<file path="src/rtl/wb_write_arbiter.sv">
// Writeback arbiter: four 2-entry result FIFOs feeding two register-file write ports.
// Define WB_WAW_SERIALIZE_EN to hold back a port-2 grant whose tag matches port 1.
module wb_write_arbiter #(
   parameter int DATA_WIDTH = 32,
   parameter int TAG_WIDTH  = 6
) (
   input  logic                    clk,
   input  logic                    rst,
   input  logic                    flush_i,
   input  logic [3:0]              src_valid_i,
   input  logic [4*TAG_WIDTH-1:0]  src_tag_i,
   input  logic [4*DATA_WIDTH-1:0] src_data_i,
   output logic [3:0]              src_ready_o,
   output logic                    write1_en_o,
   output logic [TAG_WIDTH-1:0]    tag1_o,
   output logic [DATA_WIDTH-1:0]   data1_o,
   output logic                    write2_en_o,
   output logic [TAG_WIDTH-1:0]    tag2_o,
   output logic [DATA_WIDTH-1:0]   data2_o
);
   localparam int EW = TAG_WIDTH + DATA_WIDTH;

   logic [EW-1:0] mem [4][2];
   logic [EW-1:0] head [4];
   logic [1:0]    cnt [4];
   logic [3:0]    rd_ptr, wr_ptr;
   logic [3:0]    nonempty, push, pop;
   logic [1:0]    rr_ptr;
   logic          g1_vld, g2_vld, g2_ok;
   logic [1:0]    g1_src, g2_src, idx;

   always_comb begin
      for (int s = 0; s < 4; s++) begin
         src_ready_o[s] = (cnt[s] != 2'd2);
         nonempty[s]    = (cnt[s] != 2'd0);
         push[s]        = src_valid_i[s] && (cnt[s] != 2'd2);
         head[s]        = mem[s][rd_ptr[s]];
      end
   end

   // Round-robin scan from rr_ptr: first two non-empty heads win.
   always_comb begin
      g1_vld = 1'b0;
      g2_vld = 1'b0;
      g1_src = 2'd0;
      g2_src = 2'd0;
      idx    = 2'd0;
      for (int i = 0; i < 4; i++) begin
         idx = rr_ptr + 2'(i);
         if (nonempty[idx]) begin
            if (!g1_vld) begin
               g1_vld = 1'b1;
               g1_src = idx;
            end else if (!g2_vld) begin
               g2_vld = 1'b1;
               g2_src = idx;
            end
         end
      end
   end

`ifdef WB_WAW_SERIALIZE_EN
   assign g2_ok = g2_vld &&
      (head[g1_src][EW-1 -: TAG_WIDTH] != head[g2_src][EW-1 -: TAG_WIDTH]);
`else
   assign g2_ok = g2_vld;
`endif

   always_comb begin
      for (int s = 0; s < 4; s++)
         pop[s] = (g1_vld && g1_src == 2'(s)) || (g2_ok && g2_src == 2'(s));
   end

   always_ff @(posedge clk) begin
      for (int s = 0; s < 4; s++)
         if (push[s] && !flush_i)
            mem[s][wr_ptr[s]] <= {src_tag_i[s*TAG_WIDTH +: TAG_WIDTH],
                                  src_data_i[s*DATA_WIDTH +: DATA_WIDTH]};
   end

   always_ff @(posedge clk or negedge rst) begin
      if (!rst) begin
         for (int s = 0; s < 4; s++) cnt[s] <= 2'd0;
         rd_ptr      <= '0;
         wr_ptr      <= '0;
         rr_ptr      <= 2'd0;
         write1_en_o <= 1'b0;
         tag1_o      <= '0;
         data1_o     <= '0;
         write2_en_o <= 1'b0;
         tag2_o      <= '0;
         data2_o     <= '0;
      end else if (flush_i) begin
         for (int s = 0; s < 4; s++) cnt[s] <= 2'd0;
         rd_ptr      <= '0;
         wr_ptr      <= '0;
         rr_ptr      <= 2'd0;
         write1_en_o <= 1'b0;
         tag1_o      <= '0;
         data1_o     <= '0;
         write2_en_o <= 1'b0;
         tag2_o      <= '0;
         data2_o     <= '0;
      end else begin
         for (int s = 0; s < 4; s++) begin
            if (push[s]) wr_ptr[s] <= ~wr_ptr[s];
            if (pop[s])  rd_ptr[s] <= ~rd_ptr[s];
            cnt[s] <= cnt[s] + {1'b0, push[s]} - {1'b0, pop[s]};
         end
         if (g1_vld)
            rr_ptr <= (g2_ok ? g2_src : g1_src) + 2'd1;
         write1_en_o <= g1_vld;
         tag1_o      <= g1_vld ? head[g1_src][EW-1 -: TAG_WIDTH] : '0;
         data1_o     <= g1_vld ? head[g1_src][DATA_WIDTH-1:0] : '0;
         write2_en_o <= g2_ok;
         tag2_o      <= g2_ok ? head[g2_src][EW-1 -: TAG_WIDTH] : '0;
         data2_o     <= g2_ok ? head[g2_src][DATA_WIDTH-1:0] : '0;
      end
   end

endmodule

</file>
<file path="config.mk">
export PLATFORM = sky130hd
export DESIGN_NAME = wb_write_arbiter
export DESIGN_NICKNAME = d
export VERILOG_FILES = /design/src/rtl/wb_write_arbiter.sv
export SDC_FILE = /design/constraint.sdc
export NUM_CORES = 1
export LEC_CHECK = 0
export BUFFER_PORTS_ARGS = -buffer_cell sky130_fd_sc_hd__buf_2
export CELL_PAD_IN_SITES_DETAIL_PLACEMENT = 1
export CELL_PAD_IN_SITES_GLOBAL_PLACEMENT = 1
export CORE_ASPECT_RATIO = 1.25
export CORE_MARGIN = 2
export CORE_UTILIZATION = 45
export CTS_BUF_LIST = sky130_fd_sc_hd__clkbuf_4 sky130_fd_sc_hd__clkbuf_8
export CTS_CLUSTER_SIZE = 16
export DETAILED_ROUTE_END_ITERATION = 6
export GPL_ROUTABILITY_DRIVEN = 0
export GPL_TIMING_DRIVEN = 0
export PLACE_DENSITY_LB_ADDON = 0.1
export SLEW_MARGIN = 15
export SYNTH_ARGS = -nofsm -noshare
export SYNTH_HDL_FRONTEND = slang
export SYNTH_SLANG_ARGS = --single-unit
</file>
<file path="constraint.sdc">
create_clock -name clk -period 5.55 [get_ports clk]
set_clock_uncertainty 0.1 [all_clocks]
set_input_delay 0.555 -clock clk [delete_from_list [all_inputs] [get_ports clk]]
set_output_delay 0.555 -clock clk [all_outputs]
set_load 0.01 [all_outputs]
</file>
==> impl_metrics.yaml <==
floorplanning:
  rows: 79
  die_w_um: 177
  start_util_pct: 45.3
  ioPinCount: 241
  core_um2: 37000
  fp.dieH_um: 220
  fp.dieArea_um2: 38800
grt:
  grt_use_total_pct: 29.0
  antenna_found_initial: 3
  grt_pass1_vias: 13600
  grt_pass1_wl_mm: 81.7
  grt_busiest_layer: "met2"
  met3_usage_pct: 4.24
  grtUsageMet2_pct: 50.9
  grt_overflow_total: 0
  grt_util_met1_pct: 34.9
  grt_max_degree: 56
synthesis:
  syn_inst: 1274
  synth_mux_area_share_pct: 10.4
  synth_top_family_by_area: "multiplexers"
  syn_avg_cell_area_um2: 13.2
  synth_compound_area_share_pct: 6.82
  synth-simple-area-share_pct: 10.0
  yosysSeqAreaShare_pct: 68.8
  ys_warn_count: 0
  synthXorXnorAreaFrac_pct: 0.732
  yosys_register_bits: 400
  yosys.area_share.adder_pct: 0.747
  syn_area_um2: 16800
  yosysUniqueCellTypes: 54
  synth.net_count: 1443
clock_network:
  ctsResizeCount: 0
  htreeDepth: 2
  cts_sinks: 400
  clock_tree.root_cell: "clkbuf_8"
  clk_pin_slew_ns: 0.06
  insertion_delay_ns: 0.64
  cts_inserted_buffers: 60
  cts_tree: "yes"
  clockBufferDepth: 3
worst_setup_path:
  cp.required_ns: 5.95
  crit_path_end_kind: "flop"
  slowest_delay_ns: 0.56
  path_cells: "or2_1 -> clkbuf_1 -> mux4_2 -> ha_1 -> a221oi_1 -> or3_1 -> nand4_1 -> o31a_1 -> o22ai_1 -> ha_1 -> inv_1 -> ha_1 -> xor2_1 -> xnor2_1 -> nor2_1"
  cp-start-kind: "flop"
  arrival_ns: 4.51
  critPathKind: "flop to flop"
  crit_top_cell: "ha_1"
  critPathSlowestCell: "mux4_2"
  crit_path_max_fanout: 8
run:
  drv_cap: 0
sta:
  hold_viol: 0
  rsz0062_at_grt: "no"
  min_period_ns: 4.11
  worst_slew_pin_slew_ns: 1.13
  clock.fmax_mhz: 243
  fin_crit_sh_pct: 74.0
  relSlewSlack_pct: 24.5
  slew_violations: 0
  finalSetupViolCount: 0
  holdWs_ns: 0.0286
  finalWorstSetupSlack_ns: 1.44
  setup_tns_ns: 0
detailed_routing:
  drt-initial-drc-count: 784
  wire_per_inst_um: 24.7
  routed_wirelength_mm: 55.7
  vias_per_cell: 5.55
  dr.pass1.iters: 5
  vias: 12500
  drtAntennaViolNets: 0
  drc_errors: 0
placement:
  io_buffers: 240
  placed_area_um2: 19000
  dp_slack_ns: 1.49
  hpwlAfterDp_mm: 39.1
final_layout:
  drive_above_1_share_pct: 26.6
  fin_util_pct: 58.0
  seq_area_um2: 11500
  syn_to_final_growth_pct: 27.9
  multi_input_area_um2: 4860
  layout.nets: 1887
  n_fill_cell: 3830
  post-route-cell-area_um2: 21400
power:
  p_int_mw: 7.25
  combPwrFrac_pct: 49.7
  p_switching_mw: 5.81
  powerDensity_nw_per_um2: 609
  peakVddDrop_v: 0.000469
  leakage_nw: 8.72
  p_clk_share_pct: 21.3
  p_seq_share_pct: 29.0
  p_sw_share_pct: 44.5
outcome:
  status: "finished clean"
hold_path:
  hold_path_class: "primary input to flop"
[metal layers]
metal / part of all wire, % / routed length [um]
met1: 38 / 21300
met2: 51 / 28200
met3: 6.6 / 3660
met5: 0.023 / 13
met4: 4.6 / 2570
[cell usage in the layout (no fill, tap or decap), drive strengths merged, types with 6 or more instances in the layout]
| master | synthesis | final |
|---|---|---|
| dlygate4sd3 | 0 | 97 |
| mux2 | 31 | 31 |
| xnor2 | 6 | 6 |
| xor2 | 8 | 8 |
| o21ai | 46 | 46 |
| nor3 | 7 | 7 |
| clkinv | 1 | 18 |
| nor2 | 39 | 39 |
| ha | 10 | 10 |
| bufinv | 0 | 6 |
| nand3 | 61 | 61 |
| edfxtp | 304 | 304 |
| o211ai | 28 | 28 |
| mux2i | 135 | 135 |
| clkbuf | 54 | 144 |
| o22ai | 29 | 29 |
| dfrtp | 96 | 96 |
| nand2 | 260 | 260 |
| buf | 32 | 317 |
| inv | 9 | 10 |
| a21oi | 64 | 64 |
| nor2b | 8 | 8 |
[flip-flops by register name, indices dropped and copies added (netlist names)]
signal	cells
cnt	8
data1_o	32
data2_o	32
mem	304
rd_ptr	4
rr_ptr	2
tag1_o	6
tag2_o	6
wr_ptr	4
write1_en_o	1
write2_en_o	1
[final timing paths]
kind	slack [ns]	cells after the start	end	from
max	1.44	15	cnt[3]$_DFF_PN0_	cnt[2]$_DFF_PN0_
min	0.03	1	mem[3][6]$_DFFE_PP_	src_data_i[102]
max reg2reg	1.44	15	cnt[3]$_DFF_PN0_	cnt[2]$_DFF_PN0_
min reg2reg	0.49	2	wr_ptr[3]$_DFFE_PN0P_	wr_ptr[3]$_DFFE_PN0P_
max in group asynchronous	4.31	3	data2_o[15]$_DFF_PN0_	rst
min in group asynchronous	0.32	2	wr_ptr[0]$_DFFE_PN0P_	rst
[critical path: cells and delay by family, from the launching register on]
kind                       cells  cell delay (ns)
adders and majority gates      3             0.75
AOI/OAI and AO/OA              3             0.96
muxes                          1             0.56
xor gates and xnor gates       2             0.33
buffers and inverters          2             0.26
DFF                            1             0.42
and+or+nand+nor                4             0.58
[area by class of cell]
type | instances | area share, %
clock buffers | 90 | 5.40
clock inverters | 24 | 1.26
flip-flops and latches | 400 | 53.8
multi-input cells | 778 | 22.7
well taps | 486 | 2.84
inverters | 10 | 0.175
diodes | 2 | 0.0234
plain buffers | 86 | 1.73
repair buffers | 382 | 12.1
[cell usage after synthesis, drive strengths merged]
library cell / count / area, um^2
nor2: 39 / 146
nand2b: 5 / 31.3
or3: 4 / 25.0
edfxtp: 304 / 9130
o21a: 1 / 7.51
clkbuf: 54 / 203
and3: 1 / 6.26
o221ai: 2 / 23.8
nor2b: 8 / 50.1
a22o: 2 / 26.3
xor2: 8 / 70.1
xnor2: 6 / 52.6
a31oi: 2 / 12.5
a221oi: 1 / 8.76
a21oi: 64 / 320
nor3: 7 / 35.0
o31ai: 3 / 27.5
o22ai: 29 / 188
mux2: 31 / 353
clkinv: 1 / 3.75
nand4: 3 / 18.8
o221a: 1 / 11.3
o21ai: 46 / 230
a21o: 2 / 15.0
o2111ai: 1 / 15.0
nand3: 61 / 310
nand2: 260 / 976
mux2i: 135 / 1350
buf: 32 / 169
o2111a: 1 / 11.3
nor4: 1 / 12.5
o211ai: 28 / 210
dfrtp: 96 / 2400
a22oi: 1 / 7.51
o32a: 1 / 10.0
nor3b: 5 / 37.5
inv: 9 / 33.8
or2: 5 / 31.3
o31a: 1 / 8.76
ha: 10 / 125
mux4: 2 / 45.0
a211o: 1 / 8.76
[cell families after synthesis]
family,Yosys count
fa+ha+maj,10
flops,400
mux,168
compound gates,187
buf+inv,96
simple gates,399
xor+xnor,14
[stage by stage]
| stage | std cells | total power, mW |
|---|---|---|
| finish | 2258 | 13.1 |
| global route | 2258 | 13.7 |
| CTS | 2255 | 13.0 |
| detailed placement | 2045 | 10.1 |
| global placement | 2000 | 9.91 |
| floorplan | 1274 | 7.63 |
[power groups by stage]
stage / Clock (mW) / Sequential [mW] / Combinational [mW]
finish: 2.78 / 3.79 / 6.49
global route: 2.95 / 3.82 / 6.95
CTS: 2.82 / 3.79 / 6.37
detailed placement: 0 / 3.85 / 6.27
global placement: 0 / 3.87 / 6.03
floorplan: 0 / 3.90 / 3.73
[repair_timing]
action | 4_1_cts | 5_1_grt
hold endpoints to repair | 223 | 2
setup endpoints to repair | 0 | 0
setup buffers | 0 | 0
hold buffers | 96 | 1
(Power assumes the default switching activity.)
